### src/rtl/cmp_result_tracker.sv
// On-line checker and statistics collector for the 4-bit magnitude comparator.
// All outputs registered (1-cycle latency); always ready, no backpressure.
module cmp_result_tracker #(
  parameter int WIDTH   = 4,
  parameter int CNT_W   = 8,
  parameter int RUN_LEN = 3
) (
  input  logic             clk,
  input  logic             rst_n,
  input  logic             in_valid,
  input  logic [WIDTH-1:0] a,
  input  logic [WIDTH-1:0] b,
  input  logic             ceq,
  input  logic             clt,
  input  logic             cgt,
  input  logic             clear,
  output logic [CNT_W-1:0] eq_cnt,
  output logic [CNT_W-1:0] lt_cnt,
  output logic [CNT_W-1:0] gt_cnt,
  output logic [WIDTH-1:0] min_val,
  output logic [WIDTH-1:0] max_val,
  output logic             any_seen,
  output logic [1:0]       last_res,
  output logic             run_alert,
  output logic             err_onehot,
  output logic             err_mismatch
);

  typedef enum logic {IDLE, TRACK} state_t;

  localparam logic [1:0] RES_EQ = 2'b01;
  localparam logic [1:0] RES_LT = 2'b10;
  localparam logic [1:0] RES_GT = 2'b11;
  localparam logic [7:0] RUN_MAX = 8'(RUN_LEN);
  localparam logic [CNT_W-1:0] CNT_ONE = CNT_W'(1);
  localparam logic [CNT_W-1:0] CNT_SAT = '1;

  state_t           state_q, state_d;
  logic [CNT_W-1:0] eq_cnt_q, eq_cnt_d;
  logic [CNT_W-1:0] lt_cnt_q, lt_cnt_d;
  logic [CNT_W-1:0] gt_cnt_q, gt_cnt_d;
  logic [WIDTH-1:0] min_val_q, min_val_d;
  logic [WIDTH-1:0] max_val_q, max_val_d;
  logic             any_seen_q, any_seen_d;
  logic [1:0]       last_res_q, last_res_d;
  logic [7:0]       run_q, run_d;
  logic             run_alert_q, run_alert_d;
  logic             err_onehot_q, err_onehot_d;
  logic             err_mismatch_q, err_mismatch_d;

  logic             is_onehot;
  logic [1:0]       cmp_res;
  logic [1:0]       flag_res;
  logic [WIDTH-1:0] samp_lo;
  logic [WIDTH-1:0] samp_hi;

  assign is_onehot = ({ceq, clt, cgt} == 3'b100) || ({ceq, clt, cgt} == 3'b010) ||
                     ({ceq, clt, cgt} == 3'b001);
  assign cmp_res   = (a == b) ? RES_EQ : ((a < b) ? RES_LT : RES_GT);
  assign flag_res  = ceq ? RES_EQ : (clt ? RES_LT : RES_GT);
  assign samp_lo   = (a < b) ? a : b;
  assign samp_hi   = (a < b) ? b : a;

  always_comb begin
    state_d        = state_q;
    eq_cnt_d       = eq_cnt_q;
    lt_cnt_d       = lt_cnt_q;
    gt_cnt_d       = gt_cnt_q;
    min_val_d      = min_val_q;
    max_val_d      = max_val_q;
    any_seen_d     = any_seen_q;
    last_res_d     = last_res_q;
    run_d          = run_q;
    run_alert_d    = 1'b0;
    err_onehot_d   = err_onehot_q;
    err_mismatch_d = err_mismatch_q;

    if (clear) begin
      state_d        = IDLE;
      eq_cnt_d       = '0;
      lt_cnt_d       = '0;
      gt_cnt_d       = '0;
      min_val_d      = '0;
      max_val_d      = '0;
      any_seen_d     = 1'b0;
      last_res_d     = 2'b00;
      run_d          = '0;
      err_onehot_d   = 1'b0;
      err_mismatch_d = 1'b0;
    end else if (in_valid) begin
      if (!is_onehot) begin
        err_onehot_d = 1'b1;
        run_d        = '0;
      end else if (flag_res != cmp_res) begin
        err_mismatch_d = 1'b1;
        run_d          = '0;
      end else begin
        unique case (cmp_res)
          RES_EQ:  eq_cnt_d = (eq_cnt_q == CNT_SAT) ? eq_cnt_q : eq_cnt_q + CNT_ONE;
          RES_LT:  lt_cnt_d = (lt_cnt_q == CNT_SAT) ? lt_cnt_q : lt_cnt_q + CNT_ONE;
          default: gt_cnt_d = (gt_cnt_q == CNT_SAT) ? gt_cnt_q : gt_cnt_q + CNT_ONE;
        endcase
        if (state_q == IDLE) begin
          min_val_d = samp_lo;
          max_val_d = samp_hi;
        end else begin
          min_val_d = (samp_lo < min_val_q) ? samp_lo : min_val_q;
          max_val_d = (samp_hi > max_val_q) ? samp_hi : max_val_q;
        end
        // last_res is 00 after reset/clear, so the first result always starts a new run
        if (cmp_res == last_res_q) begin
          run_d = (run_q >= RUN_MAX) ? RUN_MAX : run_q + 8'd1;
        end else begin
          run_d = 8'd1;
        end
        run_alert_d = (run_d == RUN_MAX) && (run_q != RUN_MAX);
        last_res_d  = cmp_res;
        any_seen_d  = 1'b1;
        state_d     = TRACK;
      end
    end
  end

  always_ff @(posedge clk or negedge rst_n) begin
    if (!rst_n) begin
      state_q        <= IDLE;
      eq_cnt_q       <= '0;
      lt_cnt_q       <= '0;
      gt_cnt_q       <= '0;
      min_val_q      <= '0;
      max_val_q      <= '0;
      any_seen_q     <= 1'b0;
      last_res_q     <= 2'b00;
      run_q          <= '0;
      run_alert_q    <= 1'b0;
      err_onehot_q   <= 1'b0;
      err_mismatch_q <= 1'b0;
    end else begin
      state_q        <= state_d;
      eq_cnt_q       <= eq_cnt_d;
      lt_cnt_q       <= lt_cnt_d;
      gt_cnt_q       <= gt_cnt_d;
      min_val_q      <= min_val_d;
      max_val_q      <= max_val_d;
      any_seen_q     <= any_seen_d;
      last_res_q     <= last_res_d;
      run_q          <= run_d;
      run_alert_q    <= run_alert_d;
      err_onehot_q   <= err_onehot_d;
      err_mismatch_q <= err_mismatch_d;
    end
  end

  assign eq_cnt       = eq_cnt_q;
  assign lt_cnt       = lt_cnt_q;
  assign gt_cnt       = gt_cnt_q;
  assign min_val      = min_val_q;
  assign max_val      = max_val_q;
  assign any_seen     = any_seen_q;
  assign last_res     = last_res_q;
  assign run_alert    = run_alert_q;
  assign err_onehot   = err_onehot_q;
  assign err_mismatch = err_mismatch_q;

endmodule

### config.mk
export PLATFORM = sky130hd
export DESIGN_NAME = cmp_result_tracker
export DESIGN_NICKNAME = d
export VERILOG_FILES = /design/src/rtl/cmp_result_tracker.sv
export SDC_FILE = /design/constraint.sdc
export NUM_CORES = 1
export LEC_CHECK = 0
export ABC_AREA = 1
export BUFFER_PORTS_ARGS = -buffer_cell sky130_fd_sc_hd__clkbuf_2
export CAP_MARGIN = 15
export CORE_ASPECT_RATIO = 2
export CORE_MARGIN = 2
export CORE_UTILIZATION = 53
export DETAILED_ROUTE_END_ITERATION = 7
export PLACE_DENSITY = 0.73
export SLEW_MARGIN = 20
export SYNTH_ARGS = -nofsm -noshare
export SYNTH_HDL_FRONTEND = slang
export SYNTH_SLANG_ARGS = --single-unit
### constraint.sdc
create_clock -name clk -period 1.8 [get_ports clk]
set_input_delay 0.27 -clock clk [delete_from_list [all_inputs] [get_ports clk]]
set_output_delay 0.27 -clock clk [all_outputs]
set_load 0.01 [all_outputs]
* Word level (Yosys, flattened, before mapping)
Cells that the tools add are included.
Widths: inputs -> output; s select.
** Storage, ports and cells
- Output and inout port bits :: 38
- Flip-flop bits (word level) :: 46
- Input bits :: 15
- Word-level logic and storage cells :: 122
** Operators by class
- Eq/ne operators :: 21
- Reduce and logical (&&, ||, !) cells :: 17
- Muxes and demuxes :: 65
- Order comparisons :: 4
- $add $sub $neg :: 4
** Operators by type and width (count)
- $mux 8 :: 28
- $mux 4 :: 14
- $add 8x1->8 const B :: 4
- $eq 8x8->1 const B :: 3
- $mux 1 :: 17
- $reduce_and 5->1 :: 3
- $mux 2 :: 6
- $ne 2x2->1 const B :: 5
- $reduce_bool 2->1 :: 5
- $eq 8x2->1 const B :: 1
- $ge 8x2->1 const B :: 1
- $lt 4x4->1 :: 2
- $ne 8x2->1 const B :: 1
- $reduce_and 4->1 :: 2
- $ne 3x2->1 const B :: 2
- $reduce_and 3->1 :: 2
- $eq 4x4->1 :: 1
- $gt 4x4->1 :: 1
- $eq 3x1->1 const B :: 1
- $eq 3x2->1 const B :: 1
- $eq 3x3->1 const B :: 1
- $eq 2x1->1 const B :: 1
- $eq 2x2->1 :: 1
- $eq 2x2->1 const B :: 1
- 6 further kinds :: 7

* Depth between registers and ports, before layout
Gate-level depths: netlist (run 1).
- Depth after elaboration :: 15
- Mapped depth :: 19
- Gate-level depth less buffers :: 19

* Worst setup path before layout (run 1)
No wires, ideal clock.
- Kind :: input port to flip-flop
- Start point :: input port a[3]
- End point :: register min_val_q[0] (netlist: min_val[0])
- Library setup time :: 0.117 ns
- Path buffers :: 0
- Stages :: 16
- Slack :: -0.257 ns
- Data arrival time :: 1.940 ns
- Required time :: 1.683 ns
- Cell sequence :: inv_1 > ha_1 > nor2_2 > nand2_1 > nand2_4 > inv_2 > o21ai_0 > ha_1 > nand2_1 > nand2_1 > nand2_1 > nand2_1 > nand2_1 > nand2_1 > nand2_1 > nand2_1
** On the way
- Cells in the longest elaborated chain, start to end :: 8
- Elaborated cells between the ends (all ways) :: 16
- Those cells by class :: order compare: 2; eq/ne: 4; mux: 9; reduce/logical: 1
** Ends and longest elaborated chain
- start: declaration :: line 11 : input logic [WIDTH-1:0] a,
- parallel branches: the longest is 8 deep, another holds $lt 4x4->1
- end signal: assignment :: line 143 : min_val_q <= min_val_d;
- end: declaration :: line 42 : logic [WIDTH-1:0] min_val_q, min_val_d;
Parallel ways; which one is timed is not known. The select of a mux whose other input is x is not followed.
A chain may end at the register's enable or synchronous reset.

* Worst setup path in the final report (run 1)
- Start point :: input port a[3]
- End point :: register max_val_q[0] (netlist: max_val[0])
** On the way
- Cells in the longest elaborated chain, start to end :: 8
- Elaborated cells between the ends (all ways) :: 16
- Those cells by class :: order compare: 2; eq/ne: 4; mux: 9; reduce/logical: 1
** Ends and longest elaborated chain
- parallel branches: the longest is 8 deep, another holds $lt 4x4->1
- end signal: assignment :: line 144 : max_val_q <= max_val_d;
- end: declaration :: line 43 : logic [WIDTH-1:0] max_val_q, max_val_d;
Parallel ways; which one is timed is not known. The select of a mux whose other input is x is not followed.

==> results of run 1 <==
## layer usage
| layer | wire length, um | part of all wire (%) | global-route usage (%) | vias to the layer above |
|---|---|---|---|---|
| met5 | 0 | 0 | 0 | - |
| met4 | 60 | 0.81 | 8.16 | 0 |
| met3 | 260 | 3.5 | 2.75 | 7 |
| met2 | 4060 | 55 | 44.5 | 60 |
| met1 | 3000 | 41 | 28.2 | 1330 |
| li1 | - | - | - | 1387 |
## power by group
group          switching, uW  leakage (uW)  internal [uW]
Combinational            426       0.00139            328
Clock                    371     0.0000585            416
Sequential              49.4      0.000636           1080
Total                    846       0.00208           1830
## state kept, by name, summed over array words and instances (netlist names)
name          count
err_mismatch      1
gt_cnt            8
last_res          2
min_val           4
lt_cnt            8
run_alert         1
eq_cnt            8
any_seen          1
err_onehot        1
max_val           4
run_q             8
## cell type report
cell class	count	area [um^2]	share of cell area, %
clock inverters	3	43.8	1.08
flip-flops and latches	46	1150	28.4
clock buffers	5	68.8	1.70
repair buffers	97	654	16.1
inverters	54	233	5.74
well taps	60	75.1	1.85
multi-input cells	270	1830	45.1
## kinds of logic (layout without fill, tap and decap cells)
kind of cell,count (synthesis),in the layout,share of synthesized area [%]
flip-flops,46,46,40.0
buffers and inverters,59,159,8.39
adder cells (fa/ha/maj),17,17,7.39
XOR/XNOR,16,16,4.87
AND/OR/NAND/NOR,204,206,33.2
AO/OA/AOI/OAI,31,31,6.17
## final timing paths
kind	start	to	slack, ns	cells after the start
setup / recovery	a[3]	max_val[0]	-0.14	15
hold / removal	rst_n	min_val[2]	0.03	2
setup reg to reg	eq_cnt[1]	eq_cnt[5]	0.06	9
hold reg to reg	run_q[7]	run_q[7]	0.50	2
max in group asynchronous	rst_n	lt_cnt[5]	1.36	2
min in group clk	in_valid	run_q[1]	0.32	4
## placed cells by master (no fill, tap or decap), types with 6 or more instances in the layout
cell type	instances
sky130_fd_sc_hd__inv_1	38
sky130_fd_sc_hd__nand2_1	77
sky130_fd_sc_hd__nor2_1	29
sky130_fd_sc_hd__buf_6	7
sky130_fd_sc_hd__ha_1	11
sky130_fd_sc_hd__buf_4	38
sky130_fd_sc_hd__o21ai_1	11
sky130_fd_sc_hd__inv_2	8
sky130_fd_sc_hd__xor2_1	13
sky130_fd_sc_hd__nand3_1	26
sky130_fd_sc_hd__nand2_4	7
sky130_fd_sc_hd__nand3_2	9
sky130_fd_sc_hd__dfrtp_1	46
sky130_fd_sc_hd__clkbuf_2	50
sky130_fd_sc_hd__o21ai_2	6
sky130_fd_sc_hd__nand2_2	25
## worst max-delay path, stage by stage
cell,delay [ns]
sky130_fd_sc_hd__clkbuf_16,0.11
sky130_fd_sc_hd__inv_6,0.03
sky130_fd_sc_hd__ha_4,0.28
sky130_fd_sc_hd__inv_4,0.04
sky130_fd_sc_hd__a21oi_4,0.21
sky130_fd_sc_hd__nand2_4,0.12
sky130_fd_sc_hd__o21ai_2,0.21
sky130_fd_sc_hd__ha_4,0.23
sky130_fd_sc_hd__a21oi_2,0.13
sky130_fd_sc_hd__o21ai_1,0.06
sky130_fd_sc_hd__o21ai_1,0.11
sky130_fd_sc_hd__nand2_2,0.11
sky130_fd_sc_hd__nand2_2,0.11
sky130_fd_sc_hd__nand2_1,0.07
sky130_fd_sc_hd__nand2_1,0.08
## metrics by stage
stage / hold WS [ns] / setup TNS [ns] / utilization (%) / cell area [um^2]
after floorplan: -0.0256 / -0.904 / - / 2940
after global placement: 0.387 / -11.09 / 65.8 / 3500
after detailed placement: 0.392 / -13.77 / 65.8 / 3500
after CTS: 0.0588 / -0.186 / 70.5 / 3750
after global routing: 0.0883 / -4.43 / 76.2 / 4060
final: 0.0305 / -0.840 / 76.2 / 4060
## what timing repair did
| item | in CTS | in global routing |
|---|---|---|
| endpoints found under the setup margin | 25 | 37 |
| pin swaps | 10 | 18 |
| cloned | 1 | 1 |
| buffers inserted | 7 | 3 |
| endpoints found under the hold margin | 0 | 0 |
| resized for setup | 17 | 69 |
==> flow_summary.toml, run 1 <==
[layout]
layout.filler_cells = 354
antenna_cells_inserted = 0
drive_above_1_share_pct = 41.9
fin_nets = 506
final_cells = 535
area_added_between_synthesis_and_finish_pct = 41.0

[worst_hold_path]
worst_hold_path_type = "in -> async"

[worst_setup_path]
critPathLaunchType = "primary input"
timing.critical_path.fanout_max = 5
worst_ep_arrival_time_ns = 2.18
crit_path_end_kind = "flop"
cp.required_ns = 2.03
worstSetupPathType = "in -> reg"

[die]
core-area_um2 = 5330
die_height_um = 108
io_pins = 53
starting_density_of_the_core_pct = 54.0
die_w_um = 56.1
die_area_um2 = 6070
placement_rows = 38

[drt]
drt-vias-per-instance = 5.20
wirelength_um = 7380
detail_route.wl_per_cell_um = 13.8
ant_nets = 0
via_count = 2784
first_pass_iters = 4
drc_violation_total_after_the_first_tritonroute_iteration = 143
remaining_drc_errors = 0

[clock_tree]
tritoncts = "yes"
number_of_clock_buffers_inserted_by_tritoncts = 5
holdBufCountCts = 0
htreeDepth = 2
clk_sinks = 46
max_buffers_root_to_sink = 2
clock_tree.root_cell = "sky130_fd_sc_hd__clkbuf_8"
clk_pin_slew_ns = 0.09
clk-insertion-delay-late_ns = 0.30

[global_routing]
grt_max_degree = 47
first_global_vias = 2820
gr-total-overflow = 0
grt_antenna_before_repair = 0
grt_pass1_wl_um = 11900
global_route.usage.total_pct = 24.0

[synthesis]
syn_avg_cell_area_um2 = 7.72
postSynthNetCount = 405
post-synth-top-count-cell = "sky130_fd_sc_hd__nand2_1"
number_of_enable_type_register_cells_in_the_synthesized_netlist = 0
yosys_register_bits = 46
synthesis.yosys.warnings = 0
synth_commonest_cells = "sky130_fd_sc_hd__nand2_1 (104), sky130_fd_sc_hd__inv_1 (47), sky130_fd_sc_hd__dfrtp_1 (46)"
postSynthCellCount = 373
synth.largest_area_cell = "sky130_fd_sc_hd__dfrtp_1"
netlist_area_um2 = 2880
synth_top_area_share_pct = 40.0
synth_seq_area_share_pct = 40.0
top_cells_by_area_synth = "sky130_fd_sc_hd__dfrtp_1 (40%), sky130_fd_sc_hd__nand2_1 (14%), sky130_fd_sc_hd__ha_1 (7.4%)"
synthArstFlopShare_pct = 100
flip_flop_cell_with_the_highest_count_after_synthesis = "sky130_fd_sc_hd__dfrtp_1"
ys_types = 35

[sta]
max_freq_ghz = 0.515
hold_violations = 0
timing.final.max_slew_violations = 0
slew_headroom_pct = 61.1
final_period_minus_worst_setup_slack_ns = 1.94
grt_setup_unrepaired = "true"
setup_viol = 23
fin_skew_ns = 0.0133
worstMarginPinSlew_ns = 0.584
final.period_utilization_pct = 108
postLayoutSetupSlackWorst_ns = -0.143

[power]
power.total_uw = 2670
power.density_cell_area_nw_per_um2 = 658
leakagePower_uw = 0.00208
max-vdd-ir-drop_mv = 0.698

[placement]
port_buffers = 52
placedCellCount = 515
gp_congestion = 0.871
placement.setup.worst_slack_ns = -0.455
hpwl_um = 4970

[outcome]
outcome = "finished with violations"
violations = "setup timing"

[flow_run]
drv.max_cap_violation_count = 0
Power figures use the tool's default switching activity.
==> run 2: changes to the inputs <==
CTS_BUF_LIST = sky130_fd_sc_hd__clkbuf_2 sky130_fd_sc_hd__clkbuf_4 sky130_fd_sc_hd__clkbuf_8   (was unset)
REMOVE_ABC_BUFFERS = 1   (was unset)
==> flow_summary.toml, run 2 (same netlist as run 1, synthesis figures left out) <==
[sta]
timing.final.max_slew_violations = 0
hold_violations = 0
worstMarginPinSlew_ns = 0.541
grt_setup_unrepaired = "true"
fin_skew_ns = 0.0121
setup_viol = 17
final.period_utilization_pct = 103
postLayoutSetupSlackWorst_ns = -0.0610
slew_headroom_pct = 63.9
max_freq_ghz = 0.537
tns_ns = -0.572
final_period_minus_worst_setup_slack_ns = 1.86

[global_routing]
first_global_vias = 2768
grt_max_degree = 29
global_route.usage.total_pct = 23.9
grt_pass1_wl_um = 11800
gr-total-overflow = 0
grt_antenna_before_repair = 0

[drt]
first_pass_iters = 5
drt-vias-per-instance = 5.22
detail_route.wl_per_cell_um = 13.7
route.met3.wl_um = 251
ant_nets = 0
m1WireLength_um = 3010
drc_violation_total_after_the_first_tritonroute_iteration = 82
wirelength_um = 7270
routed-wl-met2_um = 3860
remaining_drc_errors = 0
highest-signal-layer = "met4"
via_count = 2772

[placement]
hpwl_um = 5080
port_buffers = 52
place_area_um2 = 3440
gp_congestion = 0.864
placement.setup.worst_slack_ns = -0.582

[layout]
design_area_um2 = 3820
fin_nets = 502
drive_above_1_share_pct = 35.0
top_library_cells_by_usage_in_the_layout_fill_and_taps_aside = "sky130_fd_sc_hd__nand2_1 (94), sky130_fd_sc_hd__clkbuf_2 (48), sky130_fd_sc_hd__dfrtp_1 (46)"
antenna_cells_inserted = 0
layout.cells.most_common = "sky130_fd_sc_hd__nand2_1"
area_added_between_synthesis_and_finish_pct = 32.9

[clock_tree]
clk-insertion-delay-late_ns = 0.30
htreeDepth = 2
clk_pin_slew_ns = 0.09
number_of_clock_buffers_inserted_by_tritoncts = 5
tritoncts = "yes"
clock_tree.root_cell = "sky130_fd_sc_hd__clkbuf_8"
max_buffers_root_to_sink = 2
clk_sinks = 46

[worst_hold_path]
worst_min_path_start = "in_valid"
worst_hold_path_type = "in -> reg"

[die]
die_height_um = 108
starting_density_of_the_core_pct = 54.0
io_pins = 53
placement_rows = 38
die_w_um = 56.1
core-area_um2 = 5330
die_area_um2 = 6070

[worst_setup_path]
crit_path_end_kind = "flop"
worstSetupStartpoint = "b[3]"
timing.critical_path.fanout_max = 8
critPathLaunchType = "primary input"
cp.required_ns = 1.98
rr_startpoint = "gt_cnt[1]"
worstSetupPathType = "in -> reg"
worst_ep_arrival_time_ns = 2.05

[outcome]
violations = "setup timing"
outcome = "finished with violations"

[power]
leakagePower_uw = 0.00201
max-vdd-ir-drop_mv = 0.682
power.density_cell_area_nw_per_um2 = 653

[flow_run]
drv.max_cap_violation_count = 0
run 2: cell type report:
| type | count | area [um^2] |
|---|---|---|
| Tap cell | 60 | 75.1 |
| Fill cell | 412 | 1500 |
| Clock inverter | 1 | 5.00 |
| Sequential cell | 46 | 1150 |
| Timing Repair Buffer | 93 | 616 |
| Clock buffer | 7 | 90.1 |
| Inverter | 54 | 218 |
| Multi-Input combinational cell | 270 | 1670 |
run 2: power by group:
part / internal [uW] / switching [uW] / total (uW) / leakage [uW]
Sequential: 1080 / 49.7 / 1130 / 0.000636
Clock: 326 / 343 / 669 / 0.0000517
Combinational: 302 / 395 / 697 / 0.00132
Total: 1710 / 788 / 2500 / 0.00201
run 2: timing repair:
item | in CTS | in global routing
hold buffers | 1 | 0
buffers inserted | 3 | 4
setup endpoints to repair | 26 | 38
cloned | 1 | 1
pin swaps | 9 | 15
hold endpoints to repair | 18 | 0
resized for setup | 31 | 28
run 2: worst paths after layout:
kind                              endpoint  slack (ns)  depth (start not counted)
worst max-delay path            max_val[3]       -0.06                         18
worst min-delay path              run_q[1]        0.29                          4
worst max register to register   gt_cnt[4]        0.08                          9
worst min register to register    run_q[6]        0.49                          2
max in group asynchronous         run_q[3]        0.77                          3
min in group asynchronous       min_val[2]        0.48                          2
run 2: metal layers:
metal  GRT usage [%]  vias up
met4            6.80        0
met5               0        -
met1            28.2     1303
met3            3.71       14
li1                -     1380
met2            44.2       75
run 2: worst max-delay path, cell delays in order:
cell and delay (ns):
sky130_fd_sc_hd__buf_8 0.08, sky130_fd_sc_hd__inv_4 0.03, sky130_fd_sc_hd__ha_4 0.28, sky130_fd_sc_hd__inv_2 0.04
sky130_fd_sc_hd__a21oi_4 0.15, sky130_fd_sc_hd__nand2_4 0.12, sky130_fd_sc_hd__nand2_2 0.08, sky130_fd_sc_hd__o21a_1 0.14
sky130_fd_sc_hd__inv_1 0.05, sky130_fd_sc_hd__ha_2 0.16, sky130_fd_sc_hd__inv_2 0.05, sky130_fd_sc_hd__a21oi_2 0.05
sky130_fd_sc_hd__o21ai_1 0.15, sky130_fd_sc_hd__o21ai_2 0.08, sky130_fd_sc_hd__nand2_2 0.10, sky130_fd_sc_hd__nand2_2 0.09
sky130_fd_sc_hd__nand2_1 0.06, sky130_fd_sc_hd__nand2_1 0.05
run 2: per-stage QoR:
step / util [%] / std cells / total power, uW / hold slack, ns
floorplan: - / 368 / 1470 / -0.0256
global placement: 64.6 / 513 / 1690 / 0.265
detailed placement: 64.6 / 513 / 1720 / 0.273
CTS: 69.0 / 526 / 2430 / 0.289
global route: 71.8 / 531 / 2630 / 0.320
finish: 71.8 / 531 / 2500 / 0.292
==> run 3: changes to the inputs <==
RECOVER_POWER = 50   (was unset)
==> flow_summary.toml, run 3 (same netlist as run 1, synthesis figures left out) <==
[worst_hold_path]
min_path_cells = 4
worst_min_path_start = "in_valid"
worst_hold_path.endpoint = "run_q[1]"
worst_hold_path_type = "in -> reg"

[power]
max-vdd-ir-drop_mv = 0.683
power.total_uw = 2490
leakagePower_uw = 0.00198
power.density_cell_area_nw_per_um2 = 654

[die]
die_height_um = 108
io_pins = 53
die_w_um = 56.1
starting_density_of_the_core_pct = 54.0
core-area_um2 = 5330
placement_rows = 38
die_area_um2 = 6070

[global_routing]
grt_max_degree = 29
first_global_vias = 2768
grt_antenna_before_repair = 0
global_route.usage.total_pct = 23.9
gr-total-overflow = 0
grt_pass1_wl_um = 11800

[worst_setup_path]
worstReg2RegEnd = "gt_cnt[4]"
cp.required_ns = 1.99
worst_ep_arrival_time_ns = 2.05
timing.critical_path.fanout_max = 8
ff2ff_path_depth = 9
worstSetupPathType = "in -> reg"
rr_startpoint = "gt_cnt[1]"
critPathLaunchType = "primary input"
rrSetupSlack_ns = 0.08
crit_path_end_kind = "flop"

[sta]
max_freq_ghz = 0.537
tns_ns = -0.575
postLayoutSetupSlackWorst_ns = -0.0619
tightest_hold_margin_ns = 0.296
fin_skew_ns = 0.0120
hold_violations = 0
timing.final.max_slew_violations = 0
worstMarginPinSlew_ns = 1.12
setup_viol = 19
grt_setup_unrepaired = "true"
final.period_utilization_pct = 103
final_period_minus_worst_setup_slack_ns = 1.86
slew_headroom_pct = 25.4

[clock_tree]
htreeDepth = 2
clk_pin_slew_ns = 0.09
clock_tree.root_cell = "sky130_fd_sc_hd__clkbuf_8"
max_buffers_root_to_sink = 2
clk-insertion-delay-late_ns = 0.30
tritoncts = "yes"
number_of_clock_buffers_inserted_by_tritoncts = 5
clk_sinks = 46

[drt]
drt-vias-per-instance = 5.23
first_pass_iters = 4
wirelength_um = 7280
ant_nets = 0
detail_route.wl_per_cell_um = 13.7
remaining_drc_errors = 0
drc_violation_total_after_the_first_tritonroute_iteration = 86
via_count = 2779

[layout]
layout.filler_cells = 421
area_added_between_synthesis_and_finish_pct = 32.3
antenna_cells_inserted = 0
drive_above_1_share_pct = 33.3
sequential_cell_area_um2 = 1150
top_library_cells_by_usage_in_the_layout_fill_and_taps_aside = "sky130_fd_sc_hd__nand2_1 (94), sky130_fd_sc_hd__dfrtp_1 (46), sky130_fd_sc_hd__inv_1 (40), sky130_fd_sc_hd__clkbuf_2 (40), sky130_fd_sc_hd__buf_4 (38)"
multiInputGateArea_um2 = 1670
fin_nets = 502
layout.cells.most_common = "sky130_fd_sc_hd__nand2_1"

[placement]
gp_congestion = 0.864
placement.setup.worst_slack_ns = -0.582
hpwl_um = 5080
port_buffers = 52

[flow_run]
drv.max_cap_violation_count = 0

[outcome]
outcome = "finished with violations"
violations = "setup timing"
==> run 3: worst max path at each step <==
stage / from / endpoint / slack [ns]
finish: b[3] / max_val[3] / -0.06
CTS: b[2] / min_val[3] / -0.03
global route: b[3] / max_val[3] / -0.18
global placement: b[3] / max_val[1] / -0.44
detailed placement: b[3] / min_val[0] / -0.58
floorplan: a[3] / min_val[0] / -0.26
==> run 3: timing repair <==
action	in CTS	in global routing
hold buffers	1	0
hold endpoints to repair	18	0
gates cloned	1	1
pin swaps	9	15
setup buffers	3	4
resized for setup	31	28
endpoints found under the setup margin	26	38
==> run 3: area by class of cell <==
class,count,share of cell area (%)
multi-input cells,270,43.9
flip-flops and latches,46,30.2
inverters,54,5.72
clock inverters,1,0.131
well taps,60,1.97
repair buffers,93,15.7
clock buffers,7,2.37
==> run 3: worst max-delay path, stage by stage <==
cell and delay, ns:
sky130_fd_sc_hd__buf_8 0.08, sky130_fd_sc_hd__inv_4 0.03, sky130_fd_sc_hd__ha_4 0.28, sky130_fd_sc_hd__inv_2 0.04, sky130_fd_sc_hd__a21oi_4 0.15, sky130_fd_sc_hd__nand2_4 0.12, sky130_fd_sc_hd__nand2_2 0.08, sky130_fd_sc_hd__o21a_1 0.14
sky130_fd_sc_hd__inv_1 0.05, sky130_fd_sc_hd__ha_2 0.16, sky130_fd_sc_hd__inv_2 0.05, sky130_fd_sc_hd__a21oi_2 0.05, sky130_fd_sc_hd__o21ai_1 0.15, sky130_fd_sc_hd__o21ai_2 0.08, sky130_fd_sc_hd__nand2_2 0.10, sky130_fd_sc_hd__nand2_2 0.09
sky130_fd_sc_hd__nand2_1 0.06, sky130_fd_sc_hd__nand2_1 0.05
==> run 3: layer usage <==
layer | up-vias | track usage, % | wire (um)
met4 | 0 | 6.80 | 145
met1 | 1309 | 28.2 | 3010
li1 | 1381 | - | -
met3 | 14 | 3.71 | 255
met5 | - | 0 | 0
met2 | 75 | 44.2 | 3870
==> run 3: metrics by stage <==
stage               cells  area, um^2  utilization [%]
floorplan             368        2840                -
detailed placement    513        3440             64.6
finish                531        3810             71.5
global route          531        3810             71.5
CTS                   526        3680             69.0
global placement      513        3440             64.6
==> run 3: where the power goes <==
part | switching (uW) | leakage, uW | internal [uW] | total, uW
Clock | 342 | 0.0000517 | 325 | 667
Combinational | 394 | 0.00129 | 297 | 691
Sequential | 49.6 | 0.000636 | 1080 | 1130
Total | 786 | 0.00198 | 1700 | 2490
